<file path="config.mk">
export PLATFORM = sky130hd
export DESIGN_NAME = mdu_iter
export DESIGN_NICKNAME = d
export VERILOG_FILES = /design/src/rtl/mdu_iter.sv
export SDC_FILE = /design/constraint.sdc
export NUM_CORES = 1
export LEC_CHECK = 0
export BUFFER_PORTS_ARGS = -buffer_cell sky130_fd_sc_hd__buf_2
export CAP_MARGIN = 20
export CORE_ASPECT_RATIO = 0.7
export CORE_MARGIN = 4
export CORE_UTILIZATION = 35
export CTS_CLUSTER_DIAMETER = 50
export DETAILED_ROUTE_END_ITERATION = 10
export PLACE_DENSITY = 0.56
export SYNTH_ARGS = -nofsm -noshare
export SYNTH_HDL_FRONTEND = slang
export SYNTH_SLANG_ARGS = --single-unit
</file>
<file path="constraint.sdc">
create_clock -name clk -period 5 [get_ports clk]
set_clock_uncertainty 0.15 [all_clocks]
set_input_delay 0.5 -clock clk [delete_from_list [all_inputs] [get_ports clk]]
set_output_delay 0.5 -clock clk [all_outputs]
set_load 0.02 [all_outputs]
</file>
<file path="src/rtl/mdu_iter.sv">
// Iterative multiply/divide unit: shift-add multiply, restoring divide,
// signed results by magnitude arithmetic plus a final sign-fix cycle.
module mdu_iter #(
   parameter int WIDTH    = 32,
   parameter bit FAST_MUL = 1'b0
) (
   input  logic             clk,
   input  logic             rst,
   input  logic             start,
   input  logic [1:0]       op,
   input  logic [WIDTH-1:0] a,
   input  logic [WIDTH-1:0] b,
   input  logic             cancel,
   output logic             busy,
   output logic             done,
   output logic [WIDTH-1:0] hi,
   output logic [WIDTH-1:0] lo,
   output logic             div_by_zero
);

   localparam int CW = $clog2(WIDTH + 1);

   typedef enum logic [2:0] {IDLE, MUL, DIV, FIX, DONE} state_t;

   state_t             state_q, state_d;
   logic [CW-1:0]      cnt_q, cnt_d;
   logic               is_div_q, is_div_d;
   logic [WIDTH-1:0]   a_q, a_d;
   logic [WIDTH-1:0]   opnd_q, opnd_d;
   logic [2*WIDTH-1:0] prod_q, prod_d;
   logic               neg_q, neg_d;
   logic               rem_neg_q, rem_neg_d;
   logic               bzero_q, bzero_d;
   logic [WIDTH-1:0]   hi_q, hi_d;
   logic [WIDTH-1:0]   lo_q, lo_d;
   logic               dbz_q, dbz_d;

   logic               signed_op, a_neg, b_neg;
   logic [WIDTH-1:0]   a_mag, b_mag;
   logic               alu_sub;
   logic [WIDTH:0]     alu_x, alu_y, alu_res;
   logic [2*WIDTH-1:0] fix_raw, fix_prod;
   logic [WIDTH-1:0]   quo, rem;

   always_comb begin
      // NOTE: every signal assigned in this block gets a default first, so no
      // path through the case statement can leave a latch behind.
      state_d   = state_q;
      cnt_d     = cnt_q;
      is_div_d  = is_div_q;
      a_d       = a_q;
      opnd_d    = opnd_q;
      prod_d    = prod_q;
      neg_d     = neg_q;
      rem_neg_d = rem_neg_q;
      bzero_d   = bzero_q;
      hi_d      = hi_q;
      lo_d      = lo_q;
      dbz_d     = dbz_q;

      signed_op = ~op[0];
      a_neg     = signed_op & a[WIDTH-1];
      b_neg     = signed_op & b[WIDTH-1];
      a_mag     = a_neg ? -a : a;
      b_mag     = b_neg ? -b : b;

      // One shared WIDTH+1-bit adder: add multiplicand in MUL, subtract divisor otherwise.
      alu_sub = (state_q != MUL);
      if (state_q == MUL) begin
         alu_x = {1'b0, prod_q[2*WIDTH-1:WIDTH]};
         alu_y = {1'b0, opnd_q};
      end else begin
         alu_x = prod_q[2*WIDTH-1:WIDTH-1];
         alu_y = ~{1'b0, opnd_q};
      end
      alu_res = alu_x + alu_y + {{WIDTH{1'b0}}, alu_sub};

      if (FAST_MUL && !is_div_q) begin
         fix_raw = {{WIDTH{1'b0}}, opnd_q} * {{WIDTH{1'b0}}, prod_q[WIDTH-1:0]};
      end else begin
         fix_raw = prod_q;
      end
      fix_prod = neg_q ? -fix_raw : fix_raw;
      quo      = neg_q ? -prod_q[WIDTH-1:0] : prod_q[WIDTH-1:0];
      rem      = rem_neg_q ? -prod_q[2*WIDTH-1:WIDTH] : prod_q[2*WIDTH-1:WIDTH];

      case (state_q)
         IDLE, DONE: begin
            state_d = IDLE;
            if (start) begin
               is_div_d  = op[1];
               a_d       = a;
               neg_d     = a_neg ^ b_neg;
               rem_neg_d = a_neg;
               bzero_d   = (b == '0);
               cnt_d     = CW'(WIDTH);
               if (op[1]) begin
                  opnd_d  = b_mag;
                  prod_d  = {{WIDTH{1'b0}}, a_mag};
                  state_d = DIV;
               end else begin
                  opnd_d  = a_mag;
                  prod_d  = {{WIDTH{1'b0}}, b_mag};
                  state_d = FAST_MUL ? FIX : MUL;
               end
            end
         end
         MUL: begin
            prod_d = prod_q[0] ? {alu_res, prod_q[WIDTH-1:1]}
                               : {1'b0, prod_q[2*WIDTH-1:1]};
            cnt_d  = cnt_q - CW'(1);
            if (cnt_q == CW'(1)) state_d = FIX;
         end
         DIV: begin
            // The top adder bit is the borrow: set means the divisor did not fit.
            prod_d = alu_res[WIDTH] ? {prod_q[2*WIDTH-2:0], 1'b0}
                                    : {alu_res[WIDTH-1:0], prod_q[WIDTH-2:0], 1'b1};
            cnt_d  = cnt_q - CW'(1);
            if (cnt_q == CW'(1)) state_d = FIX;
         end
         FIX: begin
            state_d = DONE;
            if (!is_div_q) begin
               hi_d  = fix_prod[2*WIDTH-1:WIDTH];
               lo_d  = fix_prod[WIDTH-1:0];
               dbz_d = 1'b0;
            end else if (bzero_q) begin
               hi_d  = a_q;
               lo_d  = '1;
               dbz_d = 1'b1;
            end else begin
               hi_d  = rem;
               lo_d  = quo;
               dbz_d = 1'b0;
            end
         end
         default: state_d = IDLE;
      endcase

      if (cancel) begin
         state_d = IDLE;
         cnt_d   = '0;
         hi_d    = hi_q;
         lo_d    = lo_q;
         dbz_d   = dbz_q;
      end
   end

   // NOTE: state registers use non-blocking assignments so every flop samples
   // the pre-edge values regardless of statement order.
   always_ff @(posedge clk or negedge rst) begin
      if (!rst) begin
         state_q   <= IDLE;
         cnt_q     <= '0;
         is_div_q  <= 1'b0;
         a_q       <= '0;
         opnd_q    <= '0;
         prod_q    <= '0;
         neg_q     <= 1'b0;
         rem_neg_q <= 1'b0;
         bzero_q   <= 1'b0;
         hi_q      <= '0;
         lo_q      <= '0;
         dbz_q     <= 1'b0;
      end else begin
         state_q   <= state_d;
         cnt_q     <= cnt_d;
         is_div_q  <= is_div_d;
         a_q       <= a_d;
         opnd_q    <= opnd_d;
         prod_q    <= prod_d;
         neg_q     <= neg_d;
         rem_neg_q <= rem_neg_d;
         bzero_q   <= bzero_d;
         hi_q      <= hi_d;
         lo_q      <= lo_d;
         dbz_q     <= dbz_d;
      end
   end

   assign busy        = (state_q == MUL) || (state_q == DIV) || (state_q == FIX);
   assign done        = (state_q == DONE);
   assign hi          = hi_q;
   assign lo          = lo_q;
   assign div_by_zero = dbz_q;

endmodule

</file>
**After elaboration in Yosys (flattened, before gate mapping)**

Cells that the tools add are included.

- Add/sub/neg operators: 8
- Eq/ne operators: 9
- Muxes and demuxes: 27
- Bitwise operators: 6
- Reduce and logical (&&, ||, !) cells: 12

Operators with widths:

| cell | count |
|---|---|
| 32-bit 2-to-1 mux | 10 |
| 64-bit 2-to-1 mux | 4 |
| 64-bit one-hot mux with 3 select lines | 1 |
| 32-bit negation | 4 |
| 33-bit 2-to-1 mux | 2 |
| 64-bit negation | 1 |
| 33-bit by 1-bit adder with 33-bit output | 1 |
| 33-bit adder | 1 |
| 32-bit inverter with 33-bit output | 1 |
| 32-bit logical NOT | 1 |
| 6-bit 2-to-1 mux | 2 |
| 6-bit one-hot mux with 2 select lines | 1 |
| 3-bit one-hot mux with 3 select lines | 1 |
| 2-bit AND reduction | 4 |
| 3-bit by 2-bit equality test with 1-bit output, second input constant | 2 |
| 6-bit by 1-bit equality test with 1-bit output, second input constant | 1 |
| 3-bit 2-to-1 mux | 2 |
| 3-bit by 1-bit != test with 1-bit output, second input constant | 2 |
| 3-bit nonzero test | 2 |
| 6-bit by 1-bit subtractor with 6-bit output, second input constant | 1 |
| 2-bit 2-to-1 mux | 2 |
| 2-bit OR reduction | 2 |
| 3-bit by 1-bit equality test with 1-bit output, second input constant | 1 |
| 3-bit equality test, second input constant | 1 |
| other kinds (8) | 12 |

- Register bits after elaboration: 206
- Output and inout port bits: 67

**Longest topological paths before layout**

- Word-level depth: 6
- Gate-level depth with buffers: 19
- Mapped depth without buffers: 14

**Worst setup path before layout**

OpenSTA, ideal clock, no wires.

- Path type: flip-flop to flip-flop
- Start: register state_q[0]
- End: register prod_q[62] (netlist: fix_raw[62])
- Library setup time: 0.140 ns
- Arrival: 4.084 ns
- Required time: 4.710 ns
- Slack: 0.626 ns
- Stages on the path, launching flop included: 17
- Buffers on the path: 4
- Clock period less this slack: 4.374 ns
- Path through: dfrtp_1 > or3b_1 > clkbuf_1 > clkbuf_1 > clkbuf_1 > xor2_1 > fa_1 > a21oi_1 > o211ai_1 > nand3_1 > a21oi_1 > o21ba_2 > nor3_2 > clkbuf_1 > nor2_1 > a221oi_1 > o211ai_1

- Longest elaborated chain between the ends: 6
- Elaborated cells between the ends (all ways): 16
- Classes of those cells: 2 x add/sub; 5 x eq/ne; 5 x mux; 4 x reduce/logical

Ends and longest elaborated chain:

| element | line | RTL |
|---|---|---|
| from (decl) | 25 | `state_t state_q, state_d;` |
| from (signal assigned) | 166 | `state_q <= state_d;` |
| 3-bit by 1-bit equality test with 1-bit output | 69, 87 |  |
| 33-bit 2-to-1 mux | 69 | `if (state_q == MUL) begin` |
| 33-bit adder | 76 | `alu_res = alu_x + alu_y + {{WIDTH{1'b0}}, alu_sub};` |
| 33-bit by 1-bit adder with 33-bit output | 76 |  |
| 64-bit 2-to-1 mux, on equally long branches | 116, 109 |  |
| 64-bit one-hot mux with 3 select lines | 87 | `case (state_q)` |
| to (signal assigned) | 171 | `prod_q <= prod_d;` |
| to (decl) | 30 | `logic [2*WIDTH-1:0] prod_q, prod_d;` |

Parallel ways exist; a longest one is shown, timed or not.
A chain may end at the register's enable or synchronous reset.

**Worst setup path in the final report**

- Start: register state_q[2]
- End: register prod_q[60] (netlist: fix_raw[60])

The elaborated chain is that of the path after synthesis.

==> results by group <==
Routing
  • Met1 Wirelength: 30.2 mm
  • Total iterations of the first detailed-routing run: 6
  • Wire length on met3: 5.73 mm
  • Total routed wirelength: 61.4 mm
  • Final ANT Viol Nets: 0
  • Mean number of vias per cell: roughly 5.9
  • Length of routed met2 wiring: 24.5 mm
  • First-iteration detailed-routing DRC count: just under 2000
  • Vias after detailed routing: 15957
  • Wirelength per Cell: 22.6 um
  • Top Metal Used: met5
  • Number of remaining DRC errors: 0

STA
  • Number of slew-limit violations in the final report: 0
  • Min Clock Period, post-route: 4.73 ns
  • Slew at the pin closest to its max-slew limit: roughly 1.1 ns
  • Sum of negative setup slack: 0 ns
  • Final hold viol count: 0
  • Final setup violating endpoints: 0
  • Relative slew slack: 0.264
  • Final period util: 0.945
  • RSZ-0062 raised after global routing: no
  • Maximum clock frequency: 212 MHz
  • Hold WS: 0.0415 ns

Synthesis
  • Most repeated cell in the gate-level netlist after synthesis: sky130_fd_sc_hd__nand2_1
  • Primary flip-flop cell chosen by synthesis mapping: sky130_fd_sc_hd__dfrtp_1
  • Syn. warnings: 0
  • Synth Instances: 2060
  • Most numerous cell types in the synthesized netlist: 381 x sky130_fd_sc_hd__nand2_1, 206 x sky130_fd_sc_hd__dfrtp_1, 194 x sky130_fd_sc_hd__nor2_1
  • Leading post-synthesis cells by cell area: sky130_fd_sc_hd__dfrtp_1 33%, sky130_fd_sc_hd__nand2_1 9.0%, sky130_fd_sc_hd__xor2_1 6.5%, sky130_fd_sc_hd__a21oi_1 6.0%, sky130_fd_sc_hd__o21ai_0 5.5%
  • Sequential-to-total area share from yosys stat: 0.325
  • Distinct cell type count after synthesis: slightly below 80
  • Total of flip-flops plus latches after synthesis: between 200 and 250
  • Total standard cell area after synthesis: between 15000 and 20000 um2
  • Post-synth top area share: 0.325
  • Top cell type by total area after synthesis: sky130_fd_sc_hd__dfrtp_1
  • Number of synthesized flops with an enable pin: 0
  • Synthesized Nets: 2168
  • Average footprint of a synthesized cell: 7.70 um2
  • Share of flip-flops with an asynchronous set or reset: 1.00

GRT
  • Wire length of the first global-routing pass: 92.7 mm
  • Antenna violations before repair: 1
  • GRT Overall Usage: 0.242
  • Total congestion overflow: 0
  • Maximum number of pins on one net before global-route repair: 105
  • Vias in the first global route: roughly 15000

Place
  • Number of buffers inserted by port buffering: around 140
  • Placed cell area: roughly 17000 um2
  • DP HPWL: 46.6 mm
  • Last weighted congestion value of the routability-driven placer: 0.945

Setup path
  • Critical path launch point type: flip-flop
  • Arr. time, crit path: 5.04 ns
  • Data required, critical path: 5.32 ns
  • Sort of element at the end of the critical path: flip-flop
  • Kind of critical path: reg -> reg
  • Launching element of the worst setup path: state_q[2]
  • Top fanout value on the critical path: 29
  • Worst r2r src: state_q[2]

Cells and area
  • Final net count: 2212
  • Number of inserted diodes: 0
  • Layout Area Growth over Synthesis: 13.1%
  • Layout cells sized above 1: 0.122
  • Post-route cell area: 17900 um2

Power
  • Combinational cell fraction of total power: 0.590
  • Cell-internal power: 6.34 mW
  • Static leakage: 7.76 nW
  • Clock group share of total power: 0.148
  • Total net switching power: between 6 and 7 mW
  • Switching part of the total: 0.505
  • Pwr/cell area: approximately 710 nW/um2
  • Seq pwr share: 0.262
  • Maximum vdd ir drop: 0.000317 V

Run status
  • Result of the run: completed

Clocking
  • Clock latency on the worst-skew pair: 0.56 ns
  • Number of CTS-inserted buffers: 25
  • Clock-pin slew on the worst setup and hold paths: 0.06 ns
  • Clk buf depth: 3
  • Number of clock sinks: 206
  • TritonCTS clock tree: built
  • Clock root buffer master: sky130_fd_sc_hd__clkbuf_16
  • CTS-repair resized insts: 0
  • H-tree level count: 1

Die
  • Die boundary width: 262 um
  • Num rows: 64
  • Starting density of the core: 0.359
  • DIE AREA: between 40000 and 50000 um2
  • IO Pins: ~140
  • Core footprint: between 40000 and 50000 um2
  • Vertical extent of the die: 186 um

Flow run
  • Maximum capacitance violations: 0

Min path
  • Hold/Removal Path Class: in -> reg
  • Start point of the worst min-delay path: a[5]
[through the flow]
step                      setup WS (ns)   util  cells  power [mW]
final                             0.275  0.406   2715        12.8
after global routing             0.0212  0.406   2715        13.7
after CTS                         0.367  0.406   2714        12.7
after detailed placement          0.404  0.386   2669        10.7
after global placement            0.496  0.386   2669        10.7
after floorplan                   0.626      -   2060        8.34
[layout make-up]
class                   count  area, um2
repair buffers            183       1070
inverters                  25       93.8
flip-flops and latches    206       5160
clock inverters             9        116
multi-input cells        1663      10000
well taps                 594        743
clock buffers              35        733
fillers                  4593      26300
[registers in the layout (all words and copies together), names as in the netlist, 3 cells and up]
register / count
fix_raw: 64
a_q: 32
hi: 32
lo: 32
opnd_q: 32
cnt_q: 6
state_q: 3
[layer usage]
layer,vias up,track usage
met5,-,0
met4,2,0.0437
met3,70,0.0486
met2,764,0.342
met1,7770,0.382
li1,7351,-
[cell usage in the layout, fill, tap and decap left out, types with 7 or more instances in the layout]
cell / Yosys / final
sky130_fd_sc_hd__or4_1: 11 / 11
sky130_fd_sc_hd__nand4_1: 9 / 9
sky130_fd_sc_hd__a21oi_1: 190 / 190
sky130_fd_sc_hd__nand2b_1: 12 / 12
sky130_fd_sc_hd__clkbuf_8: 0 / 7
sky130_fd_sc_hd__a211oi_1: 12 / 12
sky130_fd_sc_hd__a31oi_1: 19 / 19
sky130_fd_sc_hd__nand2_1: 381 / 380
sky130_fd_sc_hd__nand3_1: 21 / 21
sky130_fd_sc_hd__o21bai_1: 9 / 9
sky130_fd_sc_hd__o21a_1: 7 / 7
sky130_fd_sc_hd__mux2i_1: 63 / 63
sky130_fd_sc_hd__a221oi_1: 15 / 15
sky130_fd_sc_hd__buf_2: 4 / 135
sky130_fd_sc_hd__o41ai_1: 14 / 14
sky130_fd_sc_hd__xor2_1: 117 / 117
sky130_fd_sc_hd__buf_4: 0 / 44
sky130_fd_sc_hd__o21ai_0: 173 / 173
sky130_fd_sc_hd__xnor2_1: 80 / 80
sky130_fd_sc_hd__o31ai_1: 26 / 26
sky130_fd_sc_hd__o221ai_1: 24 / 24
sky130_fd_sc_hd__a22o_1: 7 / 7
sky130_fd_sc_hd__clkbuf_16: 0 / 25
sky130_fd_sc_hd__ha_1: 37 / 37
sky130_fd_sc_hd__inv_1: 25 / 24
sky130_fd_sc_hd__o211ai_1: 12 / 12
sky130_fd_sc_hd__and3_1: 8 / 8
sky130_fd_sc_hd__a22oi_1: 20 / 20
sky130_fd_sc_hd__o22ai_1: 12 / 12
sky130_fd_sc_hd__nor2_1: 194 / 192
sky130_fd_sc_hd__nor3_1: 30 / 30
sky130_fd_sc_hd__a21o_1: 24 / 24
sky130_fd_sc_hd__or2_2: 10 / 10
sky130_fd_sc_hd__nor2b_1: 10 / 8
sky130_fd_sc_hd__nor4_1: 18 / 18
sky130_fd_sc_hd__dfrtp_1: 206 / 205
sky130_fd_sc_hd__or3_1: 18 / 18
[cells by family after synthesis]
| family | count (synthesis) | synth area share |
|---|---|---|
| mux | 67 | 0.0426 |
| xor+xnor | 197 | 0.109 |
| simple gates | 754 | 0.209 |
| compound gates | 607 | 0.238 |
| fa+ha+maj | 38 | 0.0305 |
| buf+inv | 191 | 0.0465 |
| flops | 206 | 0.325 |
[repair_timing]
action	4_1_cts	5_1_grt
buffers inserted	0	0
endpoints found under the hold margin	89	0
endpoints found under the setup margin	0	0
hold buffers	1	0
[power by group through the flow]
stage                     logic, mW  registers, mW  clock network (mW)
after CTS                      7.46           3.31                1.94
after floorplan                5.24           3.10                   0
after global placement         7.39           3.32                   0
final                          7.56           3.35                1.90
after global routing           8.27           3.43                2.01
after detailed placement       7.42           3.33                   0
[worst paths after layout]
kind	cells after the start	slack, ns	to
worst min register to register	2	0.31	hi[28]
worst min-delay path	3	0.04	a_q[5]
worst max-delay path	14	0.27	fix_raw[60]
max in group asynchronous	3	3.08	neg_q
worst max register to register	14	0.27	fix_raw[60]
min in group asynchronous	2	0.38	fix_raw[5]
[critical path, stage by stage, from the launching register on]
cell	delay, ns
sky130_fd_sc_hd__dfrtp_1	0.49
sky130_fd_sc_hd__or3b_4	0.65
sky130_fd_sc_hd__buf_12	0.26
sky130_fd_sc_hd__buf_4	0.21
sky130_fd_sc_hd__nand2_1	0.08
sky130_fd_sc_hd__nand2_1	0.08
sky130_fd_sc_hd__ha_1	0.41
sky130_fd_sc_hd__nand2_1	0.15
sky130_fd_sc_hd__nor3_1	0.32
sky130_fd_sc_hd__nand3_1	0.12
sky130_fd_sc_hd__a21oi_1	0.29
sky130_fd_sc_hd__nor4b_1	0.15
sky130_fd_sc_hd__nor4_1	0.91
sky130_fd_sc_hd__a22oi_1	0.18
sky130_fd_sc_hd__a21oi_1	0.19
Power figures use the tool's default switching activity.
